===== config.mk =====
export PLATFORM = sky130hd
export DESIGN_NAME = instr_fetch
export DESIGN_NICKNAME = d
export VERILOG_FILES = /design/src/rtl/instr_fetch.sv
export SDC_FILE = /design/constraint.sdc
export NUM_CORES = 1
export LEC_CHECK = 0
export ABC_AREA = 1
export CAP_MARGIN = 20
export CORE_ASPECT_RATIO = 1.5
export CORE_MARGIN = 4
export CORE_UTILIZATION = 30
export CTS_CLUSTER_DIAMETER = 50
export DETAILED_ROUTE_END_ITERATION = 10
export PLACE_DENSITY = 0.59
export SLEW_MARGIN = 15
export SYNTH_ARGS = -nofsm -noshare
export SYNTH_HDL_FRONTEND = slang
export SYNTH_SLANG_ARGS = --single-unit

===== constraint.sdc =====
create_clock -name clk -period 4.69 [get_ports clk]
set_clock_uncertainty 0.2 [all_clocks]
set_input_delay 1.407 -clock clk [delete_from_list [all_inputs] [get_ports clk]]
set_output_delay 1.407 -clock clk [all_outputs]
set_load 0.02 [all_outputs]

===== src/rtl/instr_fetch.sv =====
// Fetch stage: owns the PC, issues 1-cycle-latency imem reads, and hands {opcode, lit, pc}
// to the decoder through a 2-entry FIFO so one instruction per cycle survives backpressure.
module instr_fetch #(
  parameter int          PC_W     = 8,
  parameter int          K_W      = 8,
  parameter int unsigned RESET_PC = 0
) (
  input  logic              clk,
  input  logic              rst_n,
  output logic              imem_rd_en,
  output logic [PC_W-1:0]   imem_addr,
  input  logic [K_W+6:0]    imem_rdata,
  output logic              instr_valid,
  input  logic              instr_ready,
  output logic [6:0]        opcode,
  output logic [K_W-1:0]    lit,
  output logic [PC_W-1:0]   pc_out,
  input  logic              jump_en,
  input  logic [PC_W-1:0]   jump_target,
  input  logic              halt
);

  typedef enum logic {RUN, HALTED} state_t;

  typedef struct packed {
    logic [6:0]      opcode;
    logic [K_W-1:0]  lit;
    logic [PC_W-1:0] pc;
  } entry_t;

  state_t          state, state_next;
  logic [PC_W-1:0] pc;
  logic [PC_W-1:0] req_pc;
  logic            inflight;
  logic [1:0]      occ;
  entry_t          head, tail, fetched;
  logic            pop, push, discard, issue;
  logic [2:0]      load;

  // Handshake: the head entry transfers on a cycle where instr_valid & instr_ready are both 1;
  // instr_valid never depends on instr_ready, and the head holds stable until taken.
  assign instr_valid = (occ != 2'd0);
  assign pop         = instr_valid & instr_ready;
  assign discard     = inflight & jump_en;
  assign push        = inflight & ~discard;
  assign load        = 3'(occ) + 3'(inflight) - 3'(pop);
  assign fetched     = '{opcode: imem_rdata[K_W+6:K_W], lit: imem_rdata[K_W-1:0], pc: req_pc};

  assign opcode = head.opcode;
  assign lit    = head.lit;
  assign pc_out = head.pc;

  always_ff @(posedge clk or negedge rst_n) begin
    if (!rst_n) begin
      state <= RUN;
    end else begin
      state <= state_next;
    end
  end

  // rst_n gating keeps the request low while reset is held, not just after the edge.
  always_comb begin
    state_next = state;
    issue      = 1'b0;
    imem_rd_en = 1'b0;
    imem_addr  = '0;
    case (state)
      RUN:    if (halt) state_next = HALTED;
      HALTED: if (!halt) state_next = RUN;
      default: state_next = RUN;
    endcase
    if (rst_n && state == RUN && !halt && !jump_en && load <= 3'd1) begin
      issue      = 1'b1;
      imem_rd_en = 1'b1;
      imem_addr  = pc;
    end
  end

  always_ff @(posedge clk or negedge rst_n) begin
    if (!rst_n) begin
      pc       <= PC_W'(RESET_PC);
      req_pc   <= '0;
      inflight <= 1'b0;
      occ      <= 2'd0;
      head     <= '0;
      tail     <= '0;
    end else begin
      inflight <= issue;
      if (issue) req_pc <= pc;
      if (jump_en) begin
        pc <= jump_target;
      end else if (issue) begin
        pc <= pc + PC_W'(1);
      end
      if (jump_en) begin
        occ <= 2'd0;
      end else begin
        case ({push, pop})
          2'b11: begin
            if (occ == 2'd2) begin
              head <= tail;
              tail <= fetched;
            end else begin
              head <= fetched;
            end
          end
          2'b01: begin
            head <= tail;
            occ  <= occ - 2'd1;
          end
          2'b10: begin
            if (occ == 2'd0) head <= fetched;
            else             tail <= fetched;
            occ <= occ + 2'd1;
          end
          default: ;
        endcase
      end
    end
  end

endmodule


==> After elaboration in Yosys (flattened, before gate mapping) <==
Index checks and enable logic that the tools add are counted.
{ "word_totals": {"output_inout_bits": 33, "register_bits": 66, "wordCells": 57} }
{ "classes": {"n_lt_le_gt_ge": 1, "n_addsub": 5, "n_mux": 13, "reduce_logical": 14, "n_bitwise": 6, "n_eq_ne": 7} }
{ "op_table": {"columns": ["operator", "n"], "rows": [
  ["23-bit two-way mux", 4],
  ["23-bit one-hot mux with 3 select lines", 1],
  ["23-bit one-hot mux with 2 select lines", 1],
  ["8-bit two-way mux", 3],
  ["8-bit by 1-bit adder with 8-bit output (second input constant)", 1],
  ["2-bit == test (second input constant)", 3],
  ["2-bit inequality test (second input constant)", 3],
  ["2-bit nonzero test", 3],
  ["3-bit nonzero test", 2],
  ["1-bit logical AND", 4],
  ["2-bit one-hot mux with 2 select lines", 1],
  ["4-bit AND reduction", 1],
  ["2-bit by 1-bit adder with 3-bit output", 1],
  ["1-bit AND", 3],
  ["3-bit by 1-bit <= comparator with 1-bit output (second input constant)", 1],
  ["1-bit inverter", 3],
  ["3-bit AND reduction", 1],
  ["3-bit by 1-bit subtractor with 3-bit output", 1],
  ["2-bit by 1-bit adder with 2-bit output (second input constant)", 1],
  ["2-bit by 1-bit == test with 1-bit output (second input constant)", 1],
  ["1-bit logical NOT", 2],
  ["2-bit logical NOT", 1],
  ["1-bit two-way mux", 2],
  ["2-bit two-way mux", 1],
  ["2-bit by 1-bit subtractor with 2-bit output (second input constant)", 1]
]} }

==> Longest topological paths before layout <==
Gate-level depths: netlist of run 1.
{ "logic_depth": {"ltp_word": 8, "mapped_depth": 16, "ltp_nobuf": 14} }

==> Least setup slack after synthesis of run 1 <==
OpenSTA, ideal clock, no wires.
{ "synth_path": {"path_kind": "input port to output port", "from": "input instr_ready", "to": "output imem_addr[5]", "t_arrival_ns": 3.092, "cell_stages": 13, "slack_ns": -0.009, "path_cell_list": "inv_1 -> nor2_1 -> o21bai_1 -> ha_1 -> inv_1 -> fa_1 -> nand2_1 -> nor2_1 -> inv_1 -> nor2_2 -> buf_4 -> nand2_1 -> inv_1"} }
{ "synth_between": {"elab_chain_cells": 5} }
{ "synth_rtl": {"columns": ["item", "line", "source"], "rows": [
  ["start, declared", "14", "input logic instr_ready,"],
  ["1-bit AND", "43", "assign pop = instr_valid & instr_ready;"],
  ["3-bit by 1-bit subtractor with 3-bit output", "46", "assign load = 3'(occ) + 3'(inflight) - 3'(pop);"],
  ["3-bit by 1-bit <= comparator with 1-bit output", "72", "if (rst_n && state == RUN && !halt && !jump_en && load <= 3'd1) begin"],
  ["1-bit logical AND", "72", null],
  ["8-bit two-way mux", "72", null],
  ["end, declared", "11", "output logic [PC_W-1:0] imem_addr,"]
]} }
Every way passes these cells.

==> Worst setup path in the final report of run 1 <==
Ends and elaborated chain as after synthesis.

==> flow_summary_export.csv, run 1 <==
group,metric,value,unit
power_and_ir_drop,p_comb_frac,0.384,
global_routing,grt_util_all_layers,0.158,
final_layout,stdcell_area,5240,um2
detailed_routing,avgRoutedWirePerCell,13.8,um
detailed_routing,drt_iter0_markers,159,
final_layout,final_cell_mix,"nand2_1 (231), dfrtp_1 (66), clkdlybuf4s50_1 (49)",
global_routing,grt_overflow,0,
synth,yosysTopAreaCellShare,0.432,
run,maxCapViolCount,0,
synth,netlist_instances,554,
final_layout,syn2layout_area_growth,37.1,%
clock_network,tritoncts,"yes",
synth,synth_nets,589,
setup_path,worst_setup_path_end_kind,"primary output",
final_layout,final_common_cell,"nand2_1",
synth,yosysWarnings,0,
setup_path,crit_fanout,6,
synth,synth.area.top_cells,"dfrtp_1 (43%), nand2_1 (23%), o21ai_0 (6.0%)",
place,portBuffers,60,
sta,worst_slew_pin_slew,872,ps
sta,hold_viol,0,
clock_network,cts-htree-levels,3,
final_layout,utilization,0.419,
hold_path,hp-class,"reg2reg",
clock_network,clk_path_buf_depth,2,
power_and_ir_drop,switching_share,0.365,
outcome,status,"complete, but fails checks",
final_layout,antennaDiodeCount,0,
clock_network,path_clk_slew,50,ps
synth,synth_area,3820,um2
detailed_routing,firstDrtPassIters,4,
sta,final.min_clock_period,4780,ps
sta,timing.final.crit_share,1.02,
global_routing,antenna_found_initial,0,
sta,rsz0062_at_grt,"true",
power_and_ir_drop,pwr-share-clk,0.265,
clock_network,insertion_delay,330,ps
sta,timing.final.ws_setup,-92.5,ps
setup_path,crit_type,"in2out",
floorplanning,die_y,146,um
detailed_routing,drc,0,
floorplanning,die_w,100,um
final_layout,drive_gt1_frac,0.157,
synth,synthFlopType,"dfrtp_1",
sta,timing.fmax,0.209,GHz
sta,final-setup-viol-count,9,
power_and_ir_drop,internal_power,1760,uW
detailed_routing,routed_wl,11000,um
clock_network,cts_hold_buf,0,
synth,synth.distinct_cells,26,
power_and_ir_drop,power_switching,1010,uW
detailed_routing,antenna_left,0,
detailed_routing,vias_per_cell,4.79,
floorplanning,die_area,14600,um2
synth,postSynthAreaPerCell,6.90,um2
final_layout,nets,674,
floorplanning,io_pins,61,
place,dp_slack,-1110,ps
power_and_ir_drop,ir_worst_vdd,0.266,mV
place,dp_hpwl,7180,um
setup_path,start_kind,"primary input",
floorplanning,rows,50,
detailed_routing,via_count,3826,
synth,synth_top_area_cell,"dfrtp_1",
global_routing,grt_max_degree,67,
synth,synth-edff-count,0,
place,place_congestion,0.798,
clock_network,cts_buffers,9,
floorplanning,core,12500,um2
sta,finalSetupTns,-751,ps
power_and_ir_drop,power.density,529,nW/um2
power_and_ir_drop,power_leakage,0.00276,uW
sta,maxSlewHeadroom,0.419,
setup_path,arrival,3180,ps
final_layout,fill_cells,1267,
outcome,violations,"negative setup slack",
power_and_ir_drop,power_frac_seq,0.351,
synth,yosysSeqAreaShare,0.432,
floorplanning,initial_core_util,0.305,
global_routing,grt_pass1_vias,3858,
clock_network,cts.sinks,66,
place,postPlaceCellArea,4640,um2
setup_path,cp.required,3080,ps
global_routing,grt_pass1_wl,18800,um
synth,async_flop_share,1.00,
sta,drv_slew,0,
synth,synth_seq_cells,66,
clock_network,cts-root-buf,"clkbuf_16",
[worst max-delay path: stages]
cell and delay [ps]:
buf_8 80, inv_4 40, nor2_4 110, o21bai_4 140
ha_4 140, inv_2 30, fa_1 480, nand2_1 60
nor2_2 110, inv_2 50, nor2_4 140, buf_12 160
nand2_4 50, inv_2 60, buf_6 100
[kinds of logic (layout without fill, tap and decap cells)]
group | after synthesis | in the layout | share of synthesized area
simple gates | 317 | 317 | 0.331
compound gates | 86 | 86 | 0.121
buf+inv | 77 | 165 | 0.0881
flops | 66 | 66 | 0.432
fa+ha+maj | 7 | 7 | 0.0249
xor+xnor | 1 | 1 | 0.00229
[sequential cells by signal (all words and copies together), names as in the netlist]
name      cells
inflight      1
lit           8
occ           2
opcode        7
pc            8
pc_out        8
req_pc        8
state         1
tail         23
[per-layer routing]
metal / global-route usage / vias to the layer above / part of all wire
met1: 0.187 / 1819 / 0.40
met5: 0 / - / 0
met3: 0.0225 / 10 / 0.045
met4: 0.0560 / 0 / 0.018
li1: - / 1905 / -
met2: 0.285 / 92 / 0.54
[through the flow]
stage | total power [uW] | hold slack [ps] | instances
after floorplan | 1600 | 264 | 554
after global placement | 1980 | 276 | 765
after detailed placement | 2020 | 281 | 765
after CTS | 2800 | 293 | 794
after global routing | 2980 | 297 | 798
final | 2770 | 289 | 798
[worst paths after layout]
kind	slack [ps]	start	cells after the start	endpoint
worst max-delay path	-90	instr_ready	15	imem_addr[5]
worst min-delay path	290	pc_out[5]$_DFFE_PN0P_	2	pc_out[5]$_DFFE_PN0P_
worst max register to register	1500	occ[0]$_DFFE_PN0P_	19	pc[3]$_DFFE_PN0P_
worst min register to register	290	pc_out[5]$_DFFE_PN0P_	2	pc_out[5]$_DFFE_PN0P_
max in group asynchronous	2590	rst_n	2	occ[1]$_DFFE_PN0P_
min in group asynchronous	1120	rst_n	2	opcode[0]$_DFFE_PN0P_
[layout make-up]
| class | instances | area, um2 | area share |
|---|---|---|---|
| multi-input combinational | 411 | 1930 | 0.369 |
| sequential | 66 | 1650 | 0.315 |
| timing repair buffer | 102 | 947 | 0.181 |
| clock buffer | 12 | 267 | 0.0509 |
| tap | 156 | 195 | 0.0373 |
| inverter | 49 | 186 | 0.0356 |
| clock inverter | 2 | 60.1 | 0.0115 |
[cell usage after synthesis (all sizes together), types with 2 or more instances]
cell type	n
nand3	41
nor2	33
buf	18
dfrtp	66
o21ai	80
ha	6
a21oi	2
inv	49
clkbuf	10
nand2	241
[power by group through the flow]
stage	combinational [uW]	clock, uW	sequential (uW)
finish	1060	735	974
global route	1200	769	1010
CTS	1070	750	973
detailed placement	1040	0	975
global placement	1020	0	965
floorplan	534	0	1070
[timing repair]
action / in CTS / in global routing
gates resized for setup: 89 / 4
cloned: 1 / 0
hold endpoints to repair: 0 / 0
pin swaps: 6 / 6
setup endpoints to repair: 9 / 9
buffers inserted: 14 / 6
Note: power is estimated with default switching activity, not from simulation.
==> run 2, diff against run 1 <==
--- a/config.mk
+++ b/config.mk
@@ -12,7 +12,8 @@
 export CORE_UTILIZATION = 30
 export CTS_CLUSTER_DIAMETER = 50
 export DETAILED_ROUTE_END_ITERATION = 10
-export PLACE_DENSITY = 0.59
+export DONT_BUFFER_PORTS = 1
+export PLACE_DENSITY = 0.53
 export SLEW_MARGIN = 15
 export SYNTH_ARGS = -nofsm -noshare
 export SYNTH_HDL_FRONTEND = slang
==> run 2 against run 1 <==
The run now ends clean. Die area did not move. Sequential share of layout area rose by 5.8 points. Combinational power fell by 38%. Total power fell by 11%. Cell count fell by 9.9%. Fmax rose by 3.8%. Utilization fell by 6.5 points. Global-route usage fell by 0.15 points. Routed wire length fell by 2.2%. Final area fell by 16%. Clock-buffer cell count did not move. Critical endpoint unchanged. Largest power group is now sequential cells. Via count fell by 8.1%. Critical path type unchanged.
==> flow_summary_export.csv, run 2 (same netlist as run 1, synthesis figures left out) <==
group,metric,value,unit
final_layout,register_area,1650,um2
final_layout,final_common_cell,"nand2_1",
place,postPlaceCellArea,3990,um2
setup_path,crit_chain,"inv_8, nor2_4, o21bai_4, ha_2, inv_2, fa_1, nand2_1, nor2_2, inv_2, nor2_4, buf_6, nand2_4, inv_4",
place,place_congestion,0.775,
detailed_routing,via_count,3515,
final_layout,stdcell_area,4420,um2
setup_path,worst_setup_path_end_kind,"primary output",
global_routing,grt_max_degree,68,
sta,holdWs,297,ps
final_layout,nets,593,
clock_network,clk_path_buf_depth,2,
detailed_routing,wl_met2,5490,um
clock_network,cts.sinks,66,
detailed_routing,drt_iter0_markers,203,
final_layout,regMostFlops,"tail",
power_and_ir_drop,power.density,558,nW/um2
sta,drv_slew,0,
clock_network,tritoncts,"yes",
setup_path,critPathSlowestCell,"fa_1",
final_layout,largest_reg_flops,23,
detailed_routing,antenna_left,0,
detailed_routing,met3_length,496,um
run,maxCapViolCount,0,
setup_path,critical_path.top_delay_family,"adder cells",
sta,worst_slew_pin_slew,1010,ps
setup_path,cp.required,3080,ps
global_routing,grt_util_all_layers,0.157,
detailed_routing,avgRoutedWirePerCell,15.0,um
hold_path,hp-class,"reg2reg",
global_routing,grt_pass1_wl,18300,um
sta,rsz0062_at_grt,"true",
final_layout,final_cell_mix,"nand2_1 (231), dfrtp_1 (66), o21ai_0 (46)",
sta,final-setup-viol-count,0,
floorplanning,initial_core_util,0.305,
detailed_routing,firstDrtPassIters,4,
detailed_routing,routed_wl,10800,um
power_and_ir_drop,ir_worst_vdd,0.250,mV
floorplanning,die_y,146,um
clock_network,insertion_delay,330,ps
clock_network,cts_buffers,9,
final_layout,fill_cells,1379,
setup_path,crit_type,"in2out",
sta,final.min_clock_period,4610,ps
detailed_routing,topRoutingLayerUsed,"met4",
setup_path,path_buf_inv,5,
place,dp_hpwl,7120,um
place,portBuffers,0,
final_layout,drive_gt1_frac,0.124,
sta,finalSetupTns,0,ps
setup_path,cpPeakStageDelay,500,ps
clock_network,cts-root-buf,"clkbuf_16",
final_layout,multi_input_area,1900,um2
global_routing,antenna_found_initial,0,
setup_path,arrival,3000,ps
floorplanning,io_pins,61,
detailed_routing,wl_met1,4640,um
final_layout,syn2layout_area_growth,15.7,%
sta,hold_viol,0,
clock_network,cts_hold_buf,0,
floorplanning,die_w,100,um
final_layout,finalNonFillerCells,719,
detailed_routing,drc,0,
clock_network,cts-htree-levels,3,
sta,timing.fmax,0.217,GHz
power_and_ir_drop,power_leakage,0.00235,uW
final_layout,antennaDiodeCount,0,
place,dp.cells,699,
floorplanning,core,12500,um2
detailed_routing,vias_per_cell,4.89,
global_routing,grt_pass1_vias,3499,
setup_path,crit_fanout,5,
sta,timing.final.crit_share,0.982,
outcome,status,"finished, final reports clean",
floorplanning,rows,50,
global_routing,grt_overflow,0,
clock_network,path_clk_slew,50,ps
setup_path,start_kind,"primary input",
floorplanning,die_area,14600,um2
sta,maxSlewHeadroom,0.330,
[run 2: worst paths after layout]
kind                                    endpoint                 from  cells past startpoint  slack, ps
max in group asynchronous  req_pc[4]$_DFFE_PN0P_                rst_n                      0       3590
setup reg to reg              lit[2]$_DFFE_PN0P_   occ[1]$_DFFE_PN0P_                      9       1580
min in group asynchronous   tail[18]$_DFFE_PN0P_                rst_n                      0        570
hold / removal               tail[0]$_DFFE_PN0P_  tail[0]$_DFFE_PN0P_                      2        300
setup / recovery                    imem_addr[5]          instr_ready                     13         80
hold reg to reg              tail[0]$_DFFE_PN0P_  tail[0]$_DFFE_PN0P_                      2        300
[run 2: routing by layer]
layer  track usage  vias up
met5             0        -
met4        0.0465        0
met3        0.0402        8
met2         0.264       68
met1         0.195     1686
li1              -     1753
[run 2: stage by stage]
step                total power, uW   util  worst slack [ps]
finish                         2470  0.353              83.6
floorplan                      1600      -              26.2
CTS                            2480  0.344              17.0
global route                   2680  0.353             -12.6
global placement               1750  0.319              33.8
detailed placement             1780  0.319             -27.3
[run 2: where the power goes]
group	switching, uW	total, uW	internal [uW]
registers	308	1120	811
clock network	250	690	440
logic	421	660	238
total	980	2470	1490
[run 2: cell type report]
class / instances / share of cell area
clock buffers: 12 / 0.0580
flip-flops and latches: 66 / 0.374
repair buffers: 21 / 0.0374
clock inverters: 4 / 0.0113
multi-input cells: 411 / 0.430
well taps: 156 / 0.0441
inverters: 49 / 0.0456
[run 2: worst register-to-register path, stage by stage (launching register included)]
cell and delay, ps:
dfrtp_1 470, nor2_2 350, nor2_1 140, inv_1 110, ha_1 320, inv_2 270
o21ai_4 620, nor2_4 260, nand2_1 190, nand2_1 60
[run 2: repair_timing]
action | in CTS | in global routing
resized for setup | 2 | 28
pin swaps | 0 | 6
setup endpoints to repair | 8 | 9
setup buffers | 0 | 4
